**config.mk**
```make
export PLATFORM = sky130hd
export DESIGN_NAME = glitc_config_sequencer_flat
export DESIGN_NICKNAME = d
export VERILOG_FILES = /design/src/rtl/glitc_config_sequencer_if.sv /design/src/rtl/glitc_config_sequencer.sv /design/src/flat_wrapper.sv
export SDC_FILE = /design/constraint.sdc
export NUM_CORES = 1
export LEC_CHECK = 0
export CAP_MARGIN = 20
export CORE_MARGIN = 4
export CORE_UTILIZATION = 35
export DETAILED_ROUTE_END_ITERATION = 8
export HOLD_SLACK_MARGIN = 0.06
export PLACE_DENSITY = 0.5
export SLEW_MARGIN = 20
export SYNTH_ARGS = -nofsm -noshare
export SYNTH_HDL_FRONTEND = slang
export SYNTH_SLANG_ARGS = --single-unit
```
**constraint.sdc**
```tcl
create_clock -name clk_i -period 3.35 [get_ports clk_i]
set_clock_uncertainty 0.2 [all_clocks]
set_input_delay 0.67 -clock clk_i [delete_from_list [all_inputs] [get_ports clk_i]]
set_output_delay 0.67 -clock clk_i [all_outputs]
set_load 0.1 [all_outputs]
```
**src/rtl/glitc_config_sequencer_if.sv**
```systemverilog
// Wishbone slave bus between the TISC host and the GLITC configuration sequencer.
interface glitc_config_sequencer_if;
    logic        cyc_i;
    logic        stb_i;
    logic        we_i;
    logic [3:0]  adr_i;
    logic [31:0] dat_i;
    logic [3:0]  sel_i;
    logic [31:0] dat_o;
    logic        ack_o;
    logic        err_o;
    logic        rty_o;

    modport slave (
        input  cyc_i, stb_i, we_i, adr_i, dat_i, sel_i,
        output dat_o, ack_o, err_o, rty_o
    );

    modport master (
        output cyc_i, stb_i, we_i, adr_i, dat_i, sel_i,
        input  dat_o, ack_o, err_o, rty_o
    );
endinterface

```
**src/rtl/glitc_config_sequencer.sv**
```systemverilog
// Per-GLITC PROGRAM_B/INIT_B sequencer producing gready for the GLITCBUS master.
// Optional macro GLITC_CONFIG_LOAD_TIMEOUT_EN bounds LOAD to LOAD_TIMEOUT_CYCLES.
module glitc_config_sequencer #(
    parameter int unsigned PROG_PULSE_CYCLES   = 100,
    parameter int unsigned INIT_HOLD_CYCLES    = 64,
    parameter int unsigned INIT_TIMEOUT_CYCLES = 65536,
    parameter int unsigned STARTUP_CYCLES      = 16,
    parameter int unsigned LOAD_TIMEOUT_CYCLES = 16777215
) (
    input  logic                           clk_i,
    input  logic                           rst_b_i,
    glitc_config_sequencer_if.slave        wb,
    output logic [3:0]                     PROGRAM_B,
    output logic [3:0]                     INIT_B_OE,
    input  logic [3:0]                     INIT_B_IN,
    input  logic [3:0]                     DONE,
    output logic [3:0]                     gready_o
);
    localparam int unsigned N_GLITC = 4;
    localparam int unsigned CNT_W   = 24;
    localparam int unsigned DATA_W  = 32;

    // Counters hold "cycles remaining minus one", so a state loaded with C lasts C cycles.
    localparam logic [CNT_W-1:0] PROG_LD    = CNT_W'(PROG_PULSE_CYCLES - 1);
    localparam logic [CNT_W-1:0] HOLD_LD    = CNT_W'(INIT_HOLD_CYCLES - 1);
    localparam logic [CNT_W-1:0] INITTO_LD  = CNT_W'(INIT_TIMEOUT_CYCLES - 1);
    localparam logic [CNT_W-1:0] STARTUP_LD = CNT_W'(STARTUP_CYCLES - 1);
    localparam logic [CNT_W-1:0] LOAD_LD    = CNT_W'(LOAD_TIMEOUT_CYCLES - 1);

    typedef enum logic [2:0] {
        ST_UNCONFIG  = 3'd0,
        ST_PROG      = 3'd1,
        ST_INIT_HOLD = 3'd2,
        ST_INIT_WAIT = 3'd3,
        ST_LOAD      = 3'd4,
        ST_STARTUP   = 3'd5,
        ST_READY     = 3'd6,
        ST_ERROR     = 3'd7
    } state_e;

    state_e                 state_q [N_GLITC];
    state_e                 state_d [N_GLITC];
    logic [CNT_W-1:0]       cnt_q   [N_GLITC];
    logic [CNT_W-1:0]       cnt_d   [N_GLITC];
    logic [N_GLITC-1:0]     done_m_q, done_s_q, init_m_q, init_s_q;
    logic [N_GLITC-1:0]     err_q, err_d, cause_q, cause_d;
    logic [N_GLITC-1:0]     prog_b_q, init_oe_q, gready_q;
    logic                   ack_q;
    logic [DATA_W-1:0]      dat_q;
    logic                   wb_acc_c, cmd_wr_c, st_rd_c;
    logic [N_GLITC-1:0]     start_c, abort_c;
    logic [DATA_W-1:0]      status_c;
    logic                   unused_ok;
`ifdef GLITC_CONFIG_LOAD_TIMEOUT_EN
    logic [N_GLITC-1:0]     lt_q, lt_d;
`endif

    // Wishbone decode; an ack cycle blocks acceptance so strobes ack every other cycle.
    assign wb_acc_c = wb.cyc_i & wb.stb_i & ~ack_q;
    assign cmd_wr_c = wb_acc_c & wb.we_i & (wb.adr_i[3:2] == 2'd0);
    assign st_rd_c  = wb_acc_c & ~wb.we_i & (wb.adr_i[3:2] == 2'd1);
    assign start_c  = cmd_wr_c ? wb.dat_i[3:0]  : '0;
    assign abort_c  = cmd_wr_c ? wb.dat_i[11:8] : '0;

    always_comb begin
        status_c        = '0;
        status_c[3:0]   = gready_q;
        status_c[7:4]   = done_s_q;
        status_c[11:8]  = init_s_q;
        status_c[15:12] = err_q;
        status_c[19:16] = cause_q;
        status_c[22:20] = state_q[0];
        status_c[25:23] = state_q[1];
        status_c[28:26] = state_q[2];
        status_c[30:29] = 2'(state_q[3]);
`ifdef GLITC_CONFIG_LOAD_TIMEOUT_EN
        status_c[31]    = |lt_q;
`endif
    end

    // Next-state logic, one FSM per GLITC; ABORT beats START for the same GLITC.
    always_comb begin
        err_d   = err_q;
        cause_d = cause_q;
`ifdef GLITC_CONFIG_LOAD_TIMEOUT_EN
        lt_d    = lt_q;
`endif
        for (int g = 0; g < N_GLITC; g++) begin
            state_d[g] = state_q[g];
            cnt_d[g]   = (cnt_q[g] != '0) ? cnt_q[g] - CNT_W'(1) : cnt_q[g];
            unique case (state_q[g])
                ST_UNCONFIG: if (done_s_q[g]) begin
                    state_d[g] = ST_STARTUP;
                    cnt_d[g]   = STARTUP_LD;
                end
                ST_PROG: if (cnt_q[g] == '0) begin
                    state_d[g] = ST_INIT_HOLD;
                    cnt_d[g]   = HOLD_LD;
                end
                ST_INIT_HOLD: if (cnt_q[g] == '0) begin
                    state_d[g] = ST_INIT_WAIT;
                    cnt_d[g]   = INITTO_LD;
                end
                ST_INIT_WAIT: if (init_s_q[g]) begin
                    state_d[g] = ST_LOAD;
`ifdef GLITC_CONFIG_LOAD_TIMEOUT_EN
                    cnt_d[g]   = LOAD_LD;
`endif
                end else if (cnt_q[g] == '0) begin
                    state_d[g] = ST_ERROR;
                    err_d[g]   = 1'b1;
                    cause_d[g] = 1'b0;
                end
                ST_LOAD: if (done_s_q[g]) begin
                    state_d[g] = ST_STARTUP;
                    cnt_d[g]   = STARTUP_LD;
                end else if (!init_s_q[g]) begin
                    state_d[g] = ST_ERROR;
                    err_d[g]   = 1'b1;
                    cause_d[g] = 1'b1;
`ifdef GLITC_CONFIG_LOAD_TIMEOUT_EN
                end else if (cnt_q[g] == '0) begin
                    state_d[g] = ST_ERROR;
                    err_d[g]   = 1'b1;
                    cause_d[g] = 1'b0;
                    lt_d[g]    = 1'b1;
`endif
                end
                ST_STARTUP: if (!done_s_q[g]) begin
                    state_d[g] = ST_LOAD;
`ifdef GLITC_CONFIG_LOAD_TIMEOUT_EN
                    cnt_d[g]   = LOAD_LD;
`endif
                end else if (cnt_q[g] == '0) begin
                    state_d[g] = ST_READY;
                end
                ST_READY: if (!done_s_q[g]) state_d[g] = ST_UNCONFIG;
                ST_ERROR: ;
            endcase
            if (abort_c[g] || start_c[g]) begin
                err_d[g]   = 1'b0;
                cause_d[g] = 1'b0;
`ifdef GLITC_CONFIG_LOAD_TIMEOUT_EN
                lt_d[g]    = 1'b0;
`endif
                if (abort_c[g]) begin
                    state_d[g] = ST_UNCONFIG;
                end else begin
                    state_d[g] = ST_PROG;
                    cnt_d[g]   = PROG_LD;
                end
            end
        end
    end

    // State, counters, synchronizers and pin drivers decoded from the next state.
    always_ff @(posedge clk_i) begin
        if (!rst_b_i) begin
            done_m_q  <= '0;
            done_s_q  <= '0;
            init_m_q  <= '0;
            init_s_q  <= '0;
            err_q     <= '0;
            cause_q   <= '0;
            prog_b_q  <= '1;
            init_oe_q <= '0;
            gready_q  <= '0;
            ack_q     <= 1'b0;
            dat_q     <= '0;
`ifdef GLITC_CONFIG_LOAD_TIMEOUT_EN
            lt_q      <= '0;
`endif
            for (int g = 0; g < N_GLITC; g++) begin
                state_q[g] <= ST_UNCONFIG;
                cnt_q[g]   <= '0;
            end
        end else begin
            done_m_q  <= DONE;
            done_s_q  <= done_m_q;
            init_m_q  <= INIT_B_IN;
            init_s_q  <= init_m_q;
            err_q     <= err_d;
            cause_q   <= cause_d;
            ack_q     <= wb_acc_c;
            dat_q     <= st_rd_c ? status_c : '0;
`ifdef GLITC_CONFIG_LOAD_TIMEOUT_EN
            lt_q      <= lt_d;
`endif
            for (int g = 0; g < N_GLITC; g++) begin
                state_q[g]   <= state_d[g];
                cnt_q[g]     <= cnt_d[g];
                prog_b_q[g]  <= (state_d[g] != ST_PROG);
                init_oe_q[g] <= (state_d[g] == ST_PROG) || (state_d[g] == ST_INIT_HOLD);
                gready_q[g]  <= (state_d[g] == ST_READY);
            end
        end
    end

    assign PROGRAM_B = prog_b_q;
    assign INIT_B_OE = init_oe_q;
    assign gready_o  = gready_q;
    assign wb.ack_o  = ack_q;
    assign wb.dat_o  = dat_q;
    assign wb.err_o  = 1'b0;
    assign wb.rty_o  = 1'b0;

`ifdef GLITC_CONFIG_LOAD_TIMEOUT_EN
    assign unused_ok = ^{wb.sel_i, wb.adr_i[1:0], wb.dat_i[31:12], wb.dat_i[7:4]};
`else
    assign unused_ok = ^{wb.sel_i, wb.adr_i[1:0], wb.dat_i[31:12], wb.dat_i[7:4], LOAD_LD};
`endif
endmodule

```
**src/flat_wrapper.sv**
```systemverilog
// flat-port wrapper written by rule: the top's interface ports become plain ports
module glitc_config_sequencer_flat 
#(
    parameter int unsigned PROG_PULSE_CYCLES   = 100,
    parameter int unsigned INIT_HOLD_CYCLES    = 64,
    parameter int unsigned INIT_TIMEOUT_CYCLES = 65536,
    parameter int unsigned STARTUP_CYCLES      = 16,
    parameter int unsigned LOAD_TIMEOUT_CYCLES = 16777215
)
  (clk_i, rst_b_i, PROGRAM_B, INIT_B_OE, INIT_B_IN, DONE, gready_o, wb_cyc_i, wb_stb_i, wb_we_i, wb_adr_i, wb_dat_i, wb_sel_i, wb_dat_o, wb_ack_o, wb_err_o, wb_rty_o);
  glitc_config_sequencer_if wb_i ();
  input  logic clk_i;
  input  logic rst_b_i;
  output logic [3:0] PROGRAM_B;
  output logic [3:0] INIT_B_OE;
  input  logic [3:0] INIT_B_IN;
  input  logic [3:0] DONE;
  output logic [3:0] gready_o;
  input wire logic [$bits(wb_i.cyc_i)-1:0] wb_cyc_i;
  input wire logic [$bits(wb_i.stb_i)-1:0] wb_stb_i;
  input wire logic [$bits(wb_i.we_i)-1:0] wb_we_i;
  input wire logic [$bits(wb_i.adr_i)-1:0] wb_adr_i;
  input wire logic [$bits(wb_i.dat_i)-1:0] wb_dat_i;
  input wire logic [$bits(wb_i.sel_i)-1:0] wb_sel_i;
  output wire logic [$bits(wb_i.dat_o)-1:0] wb_dat_o;
  output wire logic [$bits(wb_i.ack_o)-1:0] wb_ack_o;
  output wire logic [$bits(wb_i.err_o)-1:0] wb_err_o;
  output wire logic [$bits(wb_i.rty_o)-1:0] wb_rty_o;
  assign wb_i.cyc_i = wb_cyc_i;
  assign wb_i.stb_i = wb_stb_i;
  assign wb_i.we_i = wb_we_i;
  assign wb_i.adr_i = wb_adr_i;
  assign wb_i.dat_i = wb_dat_i;
  assign wb_i.sel_i = wb_sel_i;
  assign wb_dat_o = wb_i.dat_o;
  assign wb_ack_o = wb_i.ack_o;
  assign wb_err_o = wb_i.err_o;
  assign wb_rty_o = wb_i.rty_o;
  glitc_config_sequencer #(.PROG_PULSE_CYCLES(PROG_PULSE_CYCLES), .INIT_HOLD_CYCLES(INIT_HOLD_CYCLES), .INIT_TIMEOUT_CYCLES(INIT_TIMEOUT_CYCLES), .STARTUP_CYCLES(STARTUP_CYCLES), .LOAD_TIMEOUT_CYCLES(LOAD_TIMEOUT_CYCLES)) u_core (.clk_i(clk_i), .rst_b_i(rst_b_i), .wb(wb_i), .PROGRAM_B(PROGRAM_B), .INIT_B_OE(INIT_B_OE), .INIT_B_IN(INIT_B_IN), .DONE(DONE), .gready_o(gready_o));
endmodule
```
Word-level counts from Yosys, hierarchy flattened:

Memories as Yosys holds them, arrays and structs flattened.
Index checks and enable logic that the tools add are counted.

* reductions and logical operators: 38
* $mul: 0
* divide/modulo/power cells: 0
* $lt $le $gt $ge: 0
* shift-type cells: 0
* equality and inequality tests: 57
* add/subtract/negate cells: 4
* bitwise operators: 17
* muxes and demuxes: 124

Operators by type and width (count)
* 24-bit 2-to-1 mux: 28
* 24-bit case mux with 3 select lines: 4
* 3-bit 2-to-1 mux: 48
* 24-bit zero test: 4
* 24-bit nonzero test: 4
* 24-bit by 1-bit subtractor with 24-bit output (second input constant): 4
* 3-bit case mux with 7 select lines: 4
* 3-bit == test (second input constant): 16
* 3-bit by 2-bit == test with 1-bit output (second input constant): 12
* 1-bit 2-to-1 mux: 30
* 3-bit by 1-bit == test with 1-bit output (second input constant): 8
* 2-bit inequality test (second input constant): 12
* 5-bit AND reduction: 4
* 1-bit case mux with 2 select lines: 8
* 2-bit OR reduction: 8
* 3-bit zero test: 4
* 3-bit by 1-bit inequality test with 1-bit output (second input constant): 4
* 1-bit logical OR: 8
* 4-bit 2-to-1 mux: 2
* 2-bit by 1-bit inequality test with 1-bit output (second input constant): 4
* 1-bit OR: 8
* 2-bit nonzero test: 4
* 1-bit AND: 6
* 1-bit inverter: 3
* other kinds (3): 3

* logic and storage cells: 260
* bits of input ports: 53
* memories kept: 2
* register bits after elaboration: 69
* latch bits: 0
* output and inout bits: 47
* bits in writable memories: 108
* memory bits (read-only): 0

Memory list
* u_core.cnt_q: words 4, bits a word 24, read ports 4, clocked after Yosys merged registers in 0, write ports 4, RTL line glitc_config_sequencer.sv:43 `logic [CNT_W-1:0] cnt_q [N_GLITC];`
* u_core.state_q: words 4, bits a word 3, read ports 4, clocked after Yosys merged registers in 0, write ports 4, RTL line glitc_config_sequencer.sv:41 `state_e state_q [N_GLITC];`

Depth between registers and ports, before layout:

* depth in word-level cells: 9
* mapped depth: 11
* depth with buffers taken out: 10

Worst setup path after synthesis:

No wires, ideal clock.

* path kind: register to register
* start: memory u_core.cnt_q[3][18]
* end: memory u_core.cnt_q[3][0]
* setup time: 0.115 ns
* arrival time: 2.456 ns
* path buffers: 0
* data required time: 3.035 ns
* cell stages (with the launch flop): 8
* period minus slack after synthesis: 2.770 ns
* path slack: 0.580 ns
* path through: dfxtp_1 > or4_1 > nor4_4 > nand4_1 > ha_1 > nor3_1 > a21oi_1 > o21a_1

RTL lines (RTL line)
* from (decl): glitc_config_sequencer.sv:43

==> impl_metrics.json <==
{
  "cts-hold-fix-buffers": 0,
  "wl_per_cell_um": 14.8,
  "period_share_pct": 84.0,
  "ys_ff_latch": 176,
  "netSwitchingFraction_pct": 42.6,
  "grt_pass1_vias": 6603,
  "layout_min_cycle_time_ns": 2.81,
  "area_delta_synth_final_pct": 18.3,
  "setup_viol": 0,
  "initial_utilization_pct": 36.0,
  "max_cap_viol_count": 0,
  "outcome": "finished clean",
  "grt_max_degree": 32,
  "dr.pass1.iters": 4,
  "peakVddDrop_uv": 577,
  "combPwrFrac_pct": 48.3,
  "num_vias": 6839,
  "fillers": 2370,
  "path_max_fanout": 8,
  "met2_length_um": 9180,
  "r2r-end": "u_core.cnt_q[1][15]$_SDFF_PN0_",
  "clock-sinks": 176,
  "clk_latency_ns": 0.44,
  "synth_area_leaders": "dfxtp_1, nor2_1, and2_1, xnor2_1, a21oi_1",
  "cp.arrival_ns": 2.97,
  "fin_ws_ns": 0.536,
  "final_antenna_net_count": 0,
  "portBuffers": 66,
  "yosys.area.top_type_share_pct": 42.8,
  "r2r_setup_slack_ns": 0.54,
  "rsz0062_at_grt": "false",
  "clkTransAtPathRegs_ns": 0.07,
  "min_to": "u_core.done_s_q[1]$_SDFF_PN0_",
  "worst_slew_pin_slew_ns": 0.819,
  "std_cell_rows": 55,
  "clock.fmax_mhz": 355,
  "setup_tns_ns": 0,
  "highest-signal-layer": "met4",
  "antennaDiodeCount": 0,
  "fin_util_pct": 42.6,
  "final_cell_mix": "dfxtp_1, nor2_1, buf_4",
  "worstRegToRegCells": 6,
  "ys.flop_type": "dfxtp_1",
  "power.internal_mw": 5.78,
  "drc": 0,
  "slew_viol_final": 0,
  "p_leak_nw": 3.75,
  "postCtsSetupBuffers": 0,
  "pre_cts_slack_ns": 0.231,
  "final_nets": 1096,
  "hold_viol": 0,
  "met3_length_um": 665,
  "die_w_um": 161,
  "crit_type": "flip-flop to flip-flop",
  "worst_setup_path_end_kind": "flip-flop",
  "core-area_um2": 22900,
  "critPathLaunchType": "flip-flop",
  "synth_cell_types": 73,
  "syn-cell-area_um2": 8240,
  "antenna_found_initial": 0,
  "htreeDepth": 4,
  "grt_use_total_pct": 15.9,
  "via_per_inst": 5.04,
  "yosys.area.top_type": "dfxtp_1",
  "ios": 100,
  "die_area_um2": 26100,
  "synth-async-reset-ratio_pct": 0,
  "hold_path_startpoint": "u_core.done_m_q[1]$_SDFF_PN0_",
  "gp_congestion": 0.816,
  "cp.required_ns": 3.51,
  "hold-worst-slack_ns": 0.235,
  "clock_path_buffers": 2,
  "cts.root.buffer_cell": "clkbuf_16",
  "drt-met1-wl_um": 10000,
  "cts_buffers": 17,
  "ctsResizeCount": 0,
  "layout_commonest_cell": "dfxtp_1",
  "yosys_warnings": 0,
  "grt_pass1_wl_um": 34000,
  "dieHeight_um": 161,
  "synth_cells": 962,
  "switching_power_mw": 4.29,
  "seqPwrFrac_pct": 32.3,
  "hold_class": "flip-flop to flip-flop",
  "cts_tree": "done",
  "synth_edf_count": 0,
  "slew_headroom_pct": 44.7,
  "r2r_start": "u_core.cnt_q[1][16]$_SDFF_PN0_",
  "powerDensity_nw_per_um2": 1030,
  "ys_seq_area_share_pct": 42.8,
  "hold_depth": 1,
  "drtIter0Drc": 370,
  "synth_area_per_cell_um2": 8.57,
  "p_clk_share_pct": 19.4,
  "grt-ovfl-total": 0,
  "drive_gt1_share_pct": 12.4,
  "power.total_mw": 10.1,
  "dp.final_hpwl_um": 14500,
  "finalWirelength_um": 20100
}
worst max-delay path: stages (launching register included):
cell and delay [ns]:
dfxtp_1 0.35, or4_1 0.63, nand4b_2 0.27, nor2_2 0.33
inv_1 0.19, or3_1 0.54, a31oi_1 0.22
how the worst max path moves through the flow:
stage / start / end / slack (ns) / depth (start not counted)
3_3_place_gp: wb_we_i / u_core.INIT_B_OE[0]$_SDFF_PN0_ / 0.29 / 8
5_1_grt: u_core.cnt_q[3][18]$_SDFF_PN0_ / u_core.cnt_q[3][20]$_SDFF_PN0_ / 0.33 / 7
2_1_floorplan: u_core.cnt_q[3][18]$_SDFF_PN0_ / u_core.cnt_q[3][0]$_SDFF_PN0_ / 0.58 / 7
6_report: u_core.cnt_q[1][16]$_SDFF_PN0_ / u_core.cnt_q[1][15]$_SDFF_PN0_ / 0.54 / 6
4_1_cts: u_core.cnt_q[1][16]$_SDFF_PN0_ / u_core.cnt_q[1][12]$_SDFF_PN0_ / 0.53 / 7
3_5_place_dp: wb_we_i / u_core.INIT_B_OE[0]$_SDFF_PN0_ / 0.23 / 8
layout make-up:
cell class	count	area [um2]	share of cell area, %
clock buffers	18	439	4.50
clock inverters	14	131	1.35
inverters	28	108	1.10
multi-input cells	716	4420	45.3
flip-flops and latches	176	3520	36.1
well taps	313	392	4.02
repair buffers	92	741	7.60
through the flow:
step | cell area [um2] | cells
floorplan | 8250 | 964
global placement | 9180 | 1325
detailed placement | 9180 | 1325
CTS | 9750 | 1357
global route | 9750 | 1357
finish | 9750 | 1357
state kept, by name, summed over array words and instances, names as in the netlist:
signal,flops
u_core.INIT_B_OE,4
u_core.PROGRAM_B,4
u_core.cause_q,4
u_core.cnt_q,96
u_core.done_m_q,4
u_core.done_s_q,4
u_core.err_q,4
u_core.gready_o,4
u_core.init_m_q,4
u_core.init_s_q,4
u_core.state_q,12
u_core.wb.ack_o,1
u_core.wb.dat_o,31
cells in the mapped netlist, types with 3 or more instances:
cell / instances
a211o_1: 4
a211oi_1: 12
a21o_1: 3
a21oi_1: 55
a311oi_1: 3
a31oi_1: 10
and2_1: 55
and3_1: 6
buf_4: 3
buf_6: 3
clkbuf_1: 37
dfxtp_1: 176
ha_1: 12
inv_1: 26
mux2_2: 5
nand2_1: 59
nand2b_1: 15
nand3_1: 17
nand3b_1: 8
nand4_1: 9
nand4b_1: 5
nor2_1: 116
nor2b_1: 13
nor3_1: 41
nor3b_1: 8
nor4_1: 32
nor4b_1: 3
o211ai_1: 7
o21a_1: 9
o21ai_0: 40
o22ai_1: 4
o311ai_0: 3
o31a_1: 6
o31ai_1: 8
o41ai_1: 3
or2_2: 6
or3_1: 14
or4_1: 12
xnor2_1: 39
xor2_1: 28
power by group through the flow:
stage	clock network (mW)	registers, mW	logic (mW)
floorplan	0	3.32	3.82
global placement	0	3.30	4.85
detailed placement	0	3.29	4.86
CTS	2.01	3.25	4.90
global route	2.10	3.36	5.50
finish	1.95	3.26	4.86
layer usage:
metal | track usage, % | up-vias
met5 | 0 | -
met4 | 4.07 | 0
met3 | 3.73 | 17
met2 | 25.0 | 82
met1 | 22.1 | 3192
li1 | - | 3548
logic make-up (layout without fill, tap and decap cells):
family	Yosys count	in the layout	share of synthesized area, %
mux	7	7	0.926
compound gates	192	192	15.2
buf+inv	72	152	3.72
xor+xnor	67	67	7.12
fa+ha+maj	12	12	1.82
other cells	1	3	0.0455
flops	176	176	42.8
simple gates	435	435	28.5
(Power assumes the default switching activity.)
